<file path="config.mk">
export PLATFORM = sky130hd
export DESIGN_NAME = adr_pwrfail_detect
export DESIGN_NICKNAME = d
export VERILOG_FILES = /design/src/rtl/adr_pwrfail_detect.sv
export SDC_FILE = /design/constraint.sdc
export NUM_CORES = 1
export LEC_CHECK = 0
export ABC_AREA = 1
export CAP_MARGIN = 10
export CORE_MARGIN = 1.5
export CORE_UTILIZATION = 35
export CTS_CLUSTER_DIAMETER = 80
export DETAILED_ROUTE_END_ITERATION = 7
export PLACE_DENSITY = 0.64
export SLEW_MARGIN = 20
export SYNTH_ARGS = -nofsm -noshare
export SYNTH_HDL_FRONTEND = slang
export SYNTH_SLANG_ARGS = --single-unit
</file>
<file path="constraint.sdc">
create_clock -name iClk -period 2.25 [get_ports iClk]
set_input_delay 0.5625 -clock iClk [delete_from_list [all_inputs] [get_ports iClk]]
set_output_delay 0.5625 -clock iClk [all_outputs]
set_load 0.03 [all_outputs]
</file>
<file path="src/rtl/adr_pwrfail_detect.sv">
// adr_pwrfail_detect: PWROK/SLP_S3# conditioning, surprise power-loss detect and ADR handshake watchdog
module adr_pwrfail_detect #(
  parameter int FILTER_CNT  = 4,
  parameter int TIMEOUT_CNT = 200
) (
  input  logic iClk,
  input  logic iRst_n,
  input  logic iAdrEna,
  input  logic iPwrGdPsuRaw,
  input  logic iFmSlp3Pld_n,
  input  logic iFmAdrComplete,
  input  logic iFmAdrAck_n,
  output logic oPwrGdPsuFilt,
  output logic oAdrEvent,
  output logic oAdrDone,
  output logic oAdrTimeout,
  output logic oAdrBusy
);
  localparam int FW = $clog2(FILTER_CNT + 1);
  localparam int TW = $clog2(TIMEOUT_CNT + 1);
  typedef enum logic [2:0] {DISARMED, ARMED, EVENT, WAIT_ACK, DONE, TIMEOUT} state_t;
  state_t state, stateNext;
  logic [1:0] pwrSync, slpSync;
  logic [FW-1:0] filtCnt;
  logic [TW-1:0] tCnt;
  logic pwrFiltQ, pwrFall, slpOk, tExpire, busyNext;
  assign slpOk    = slpSync[1];
  assign pwrFall  = pwrFiltQ & ~oPwrGdPsuFilt;
  assign tExpire  = tCnt == TW'(TIMEOUT_CNT - 1);
  assign busyNext = (stateNext == EVENT) || (stateNext == WAIT_ACK);
  always_ff @(posedge iClk) begin
    if (!iRst_n) begin
      pwrSync       <= '0;
      slpSync       <= '0;
      pwrFiltQ      <= 1'b0;
      oPwrGdPsuFilt <= 1'b0;
      filtCnt       <= '0;
    end else begin
      pwrSync  <= {pwrSync[0], iPwrGdPsuRaw};
      slpSync  <= {slpSync[0], iFmSlp3Pld_n};
      pwrFiltQ <= oPwrGdPsuFilt;
      if (pwrSync[1] == oPwrGdPsuFilt) filtCnt <= '0;
      else if (filtCnt == FW'(FILTER_CNT - 1)) begin
        oPwrGdPsuFilt <= pwrSync[1];
        filtCnt       <= '0;
      end else filtCnt <= filtCnt + 1'b1;
    end
  end
  // Orderly shutdown is checked before the power fall so a coincident SLP_S3# drop disarms
  always_comb begin
    stateNext = state;
    case (state)
      DISARMED:      stateNext = (oPwrGdPsuFilt && slpOk) ? ARMED : DISARMED;
      ARMED:         stateNext = !slpOk ? DISARMED : pwrFall ? EVENT : ARMED;
      EVENT:         stateNext = iFmAdrComplete ? WAIT_ACK : tExpire ? TIMEOUT : EVENT;
      WAIT_ACK:      stateNext = !iFmAdrAck_n ? DONE : tExpire ? TIMEOUT : WAIT_ACK;
      DONE, TIMEOUT: stateNext = slpOk ? state : DISARMED;
      default:       stateNext = DISARMED;
    endcase
    if (!iAdrEna) stateNext = DISARMED;
  end
  always_ff @(posedge iClk) begin
    if (!iRst_n) begin
      state       <= DISARMED;
      tCnt        <= '0;
      oAdrEvent   <= 1'b0;
      oAdrBusy    <= 1'b0;
      oAdrDone    <= 1'b0;
      oAdrTimeout <= 1'b0;
    end else begin
      state       <= stateNext;
      tCnt        <= (stateNext != state || !busyNext) ? '0 :
                     (tCnt == TW'(TIMEOUT_CNT)) ? tCnt : tCnt + 1'b1;
      oAdrEvent   <= busyNext;
      oAdrBusy    <= busyNext;
      oAdrDone    <= stateNext == DONE;
      oAdrTimeout <= stateNext == TIMEOUT;
    end
  end
endmodule
</file>
* Word-level counts from Yosys, hierarchy flattened
Index checks and enable logic that the tools add are counted. W data, S select, Z words.
Operators by class: $add $sub $neg 2, multiply operators 0, div/mod/pow operators 0, $lt $le $gt $ge 0, equal/unequal tests 14, shifts and indexed selects 0, multiplexer cells 10, bitwise operators 4, reduce and logical (&&, ||, !) cells 9
Operators by type and width (count):
- $mux W3 | 6
- $eq A8 B8 Y1 const B | 2
- $eq A3 B2 Y1 const B | 5
- $pmux W3 S5 | 1
- $eq A3 B3 Y1 const B | 4
- $add A8 B1 Y8 const B | 1
- $mux W2 | 2
- $reduce_or A2 Y1 | 2
- $add A3 B1 Y3 const B | 1
- $eq A3 B1 Y1 const B | 1
- $logic_not A3 Y1 | 1
- $ne A3 B3 Y1 | 1
- $not A1 Y1 | 3
- $reduce_or A3 Y1 | 1
- $logic_or A1 B1 Y1 | 2
- $reduce_and A2 Y1 | 1
- $and A1 B1 Y1 | 1
- $eq A1 B1 Y1 | 1
- $logic_and A1 B1 Y1 | 1
- $logic_not A1 Y1 | 1
- $mux W1 | 1
Word-level totals: flip-flop bits (word level) 23, bits in latches 0, bits in writable memories 0, ROM bits 0, logic and storage cells 49, memories kept 0

* Depth between registers and ports, before layout
depth after elaboration 11, mapped depth 11, mapped depth without buffers 11

* Worst setup path before layout
No wires, ideal clock.
path type flip-flop to flip-flop, start point register tCnt[0], end point register tCnt[0], setup time 0.120 ns, data arrival time 1.284 ns, data required time 2.130 ns, slack 0.846 ns, cell stages (with the launch flop) 11, path buffers 0, clock period less this slack 1.404 ns, cell sequence dfxtp_1 > ha_1 > nand2_2 > nor2_4 > nand2_2 > nand2_1 > nand2_1 > nand2_2 > nand3_1 > nand3_4 > nor3_2
On the way: cells in the longest elaborated chain, start to end 10, elaborated cells on any way between the ends 16, classes of those cells add/sub (1); eq/ne (5); mux (6); reduce/logical (4)
Ends and longest elaborated chain:
- start: declaration | line 25 | logic [TW-1:0] tCnt;
- start signal: assignment | line 72 | tCnt <= (stateNext != state || !busyNext) ? '0 :
- $eq A8 B8 Y1 | line 29 | assign tExpire = tCnt == TW'(TIMEOUT_CNT - 1);
- $mux W3, on equally long branches (2 in series) | line 55, 56
- $pmux W3 S5 | line 52 | case (state)
- $mux W3 | line 60 | if (!iAdrEna) stateNext = DISARMED;
- $eq A3 B2 Y1 | line 30 | assign busyNext = (stateNext == EVENT) || (stateNext == WAIT_ACK);
- $logic_or A1 B1 Y1 | line 30
- $logic_not A1 Y1 | line 72
- $logic_or A1 B1 Y1 | line 72
- $reduce_or A2 Y1 (no source line)
Parallel ways exist; a longest one is shown, timed or not. A chain may end at the register's enable or synchronous reset.

* Final worst setup path
start point register oPwrGdPsuFilt, end point output port oPwrGdPsuFilt
RTL lines:
- start: declaration | line 13 | output logic oPwrGdPsuFilt,
- start signal: assignment | line 44 | oPwrGdPsuFilt <= pwrSync[1];
No word-level cell between the ends.

==> run_results.csv <==
group,metric,value,unit
critical_path,reg2reg_slack,640,ps
placement,dp.cells,186,
layout,finalInstanceArea,1290,um2
critical_path,endpoint_kind,"output pin",
critical_path,r2r_end,"tCnt[1]",
drt,vias_per_cell,4.42,
clock_network,clockBufferDepth,2,
global_route,antenna_found_initial,0,
critical_path,required,1690,ps
drt,vias,840,
synthesis,synthArstFlopShare,0,%
timing,final.setup_skew,6.50,ps
pwr,power_density,478,nW/um2
placement,placed_area,1260,um2
critical_path,crit_arrival,1470,ps
placement,dpl_worst_slack,332,ps
global_route,grt_pass1_vias,844,
placement,numPortBuffers,11,
clock_network,clk_pin_slew,120,ps
timing,min_period_over_period,90.3,%
clock_network,htreeDepth,1,
drt,first_iter_violations,51,
synthesis,seq_area_frac_synth,41.6,%
global_route,grt_pass1_wl,3.33,mm
critical_path,cp_cell_sequence,"clkdlybuf4s50_1",
floorplanning,die_area,3510,um2
pwr,p_leak,0.514,nW
drt,ant_nets,0,
floorplanning,rows,20,
clock_network,cts.repair.resized,0,
layout,antenna_cells,0,
pwr,power.switching,0.128,mW
floorplanning,core_area,3030,um2
hold_path,whs_path_depth,2,
global_route,grtUsageTotal,12.2,%
hold_path,hold_start,"pwrSync[0]",
synthesis,yosysWarnings,0,
clock_network,insertion_delay,300,ps
layout,layout_commonest_cell,"dfxtp_1",
synthesis,netlist_instances,133,
critical_path,crit_slowest_cell,"clkdlybuf4s50_1",
synthesis,synth_ff_type,"dfxtp_1",
timing,worst_pin_slew,366,ps
synthesis,avgSynthCellArea,8.33,um2
clock_network,cts_root_buf,"clkbuf_4",
layout,area_delta_synth_final,16.4,%
timing,max_freq,492,MHz
layout,nets,158,
placement,dp_hpwl,1.43,mm
floorplanning,fp.dieW,59.2,um
synthesis,synth_area,1110,um2
synthesis,synth_cell_types,23,
timing,whs,423,ps
layout,drive_gt1_share,20.5,%
synthesis,synth_nets,144,
pwr,switching_share,20.7,%
critical_path,critPathMaxStageDelay,720,ps
synthesis,synth_edf_count,0,
hold_path,min_to,"pwrSync[1]",
clock_network,cts_buffers,3,
placement,globalplace.congestion,0.854,
global_route,grt_overflow_total,0,
pwr,clkPwrFrac,29.6,%
critical_path,rr_worst_depth,11,
layout,final_cell_mix,"dfxtp_1, inv_1, nand2_1",
clock_network,clock_sinks,23,
drt,first_pass_iters,4,
clock_network,cts_tree,"yes",
timing,finalSetupTns,0,ps
critical_path,crit_family,"buffers and inverters",
hold_path,holdCritPathClass,"flip-flop to flip-flop",
timing,drv_slew,0,
status,status,"complete, no violations",
timing,finalSetupViolCount,0,
critical_path,r2r-start,"tCnt[0]",
timing,finalHoldViolCount,0,
pwr,p_seq_share,67.0,%
clock_network,postCtsSetupBuffers,0,
floorplanning,chipHeight,59.2,um
drt,drc,0,
timing,slew_headroom,75.5,%
synthesis,ys_seq_elements,23,
pwr,internal-power,0.489,mW
critical_path,path_buf_inv,1,
timing,min_period,2030,ps
critical_path,path_class,"flip-flop to output pin",
floorplanning,io_pins,12,
drt,routed_wl,1.78,mm
global_route,grt_max_degree,14,
timing,layout_setup_ws,218,ps
critical_path,cp-start-kind,"flip-flop",
clock_network,ctsHoldBuffers,0,
pwr,totalPowerFinal,0.616,mW
floorplanning,start_util,36.6,%
flow_run,maxCapViolations,0,
pwr,peakVddDrop,0.310,mV
pwr,p_comb_share,3.5,%
layout,fin_util,42.6,%
drt,wl_per_cell,9.36,um
timing,rsz0062_at_grt,"no",
layout,final_cells,190,
critical_path,crit_fanout,6,
synthesized netlist by cell type (2+ instances only):
cell,count,share of area [%]
o21ai_0,3,1.4
inv_2,4,1.4
nor2_2,2,1.1
nand3_1,8,3.6
a21oi_1,2,0.90
inv_1,21,7.1
nor3_2,8,7.2
xor2_1,5,4.0
nor3_1,4,1.8
nand2_1,14,4.7
nor2_1,12,4.1
dfxtp_1,23,42
ha_1,4,4.5
nor2_4,3,3.1
nand4_1,5,2.8
nand3_4,2,3.2
nand2_2,7,4.0
logic make-up (layout without fill, tap and decap cells):
| logic type | after synthesis | count (layout) | synth area share [%] |
|---|---|---|---|
| simple gates | 66 | 66 | 36.3 |
| fa+ha+maj | 4 | 4 | 4.52 |
| xor+xnor | 6 | 6 | 4.75 |
| buf+inv | 27 | 40 | 9.49 |
| compound gates | 7 | 7 | 3.39 |
| flops | 23 | 23 | 41.6 |
worst register-to-register path: stages, from the launching register on:
cell     delay (ps)
dfxtp_1         410
ha_1            200
nand2_2          90
nor2_4          110
nand2_2          90
nand2_1          70
nand2_1          60
nand2_2          90
nand2_2          70
nand2_2          80
nand3_4         140
nor3_2          140
final cells by class:
type / count / area, um2
clock inverters: 1 / 5.00
well taps: 44 / 55.1
repair buffers: 11 / 110
clock buffers: 3 / 22.5
flip-flops and latches: 23 / 460
multi-input cells: 83 / 542
inverters: 25 / 93.8
fillers: 296 / 1740
layer usage:
metal,vias to the layer above,global-route usage [%],share of wire (%)
li1,447,-,-
met1,385,15.4,50
met2,8,21.0,47
met3,0,1.97,2.4
met4,0,3.90,0
met5,-,0,0
worst max-delay path by stage:
stage	start	to	slack, ps	depth (start not counted)
6_report	oPwrGdPsuFilt	oPwrGdPsuFilt	220	1
5_1_grt	oPwrGdPsuFilt	oPwrGdPsuFilt	150	1
4_1_cts	oPwrGdPsuFilt	oPwrGdPsuFilt	190	1
3_5_place_dp	iFmAdrAck_n	tCnt[1]	330	9
3_3_place_gp	iFmAdrAck_n	tCnt[5]	410	9
2_1_floorplan	tCnt[0]	tCnt[0]	850	10
sequential cells by signal, summed over array words and instances, names as in the netlist:
name / count
tCnt: 8
filtCnt: 3
state: 3
pwrSync: 2
slpSync: 2
oAdrBusy: 1
oAdrDone: 1
oAdrTimeout: 1
oPwrGdPsuFilt: 1
pwrFiltQ: 1
power groups by stage:
stage	combinational, mW	sequential (mW)	clock, mW
6_report	0.0213	0.413	0.182
3_3_place_gp	0.0209	0.422	0
4_1_cts	0.0215	0.413	0.190
3_5_place_dp	0.0213	0.422	0
2_1_floorplan	0.00793	0.422	0
5_1_grt	0.0242	0.414	0.214
No activity file was read; power rests on OpenSTA's default activity.
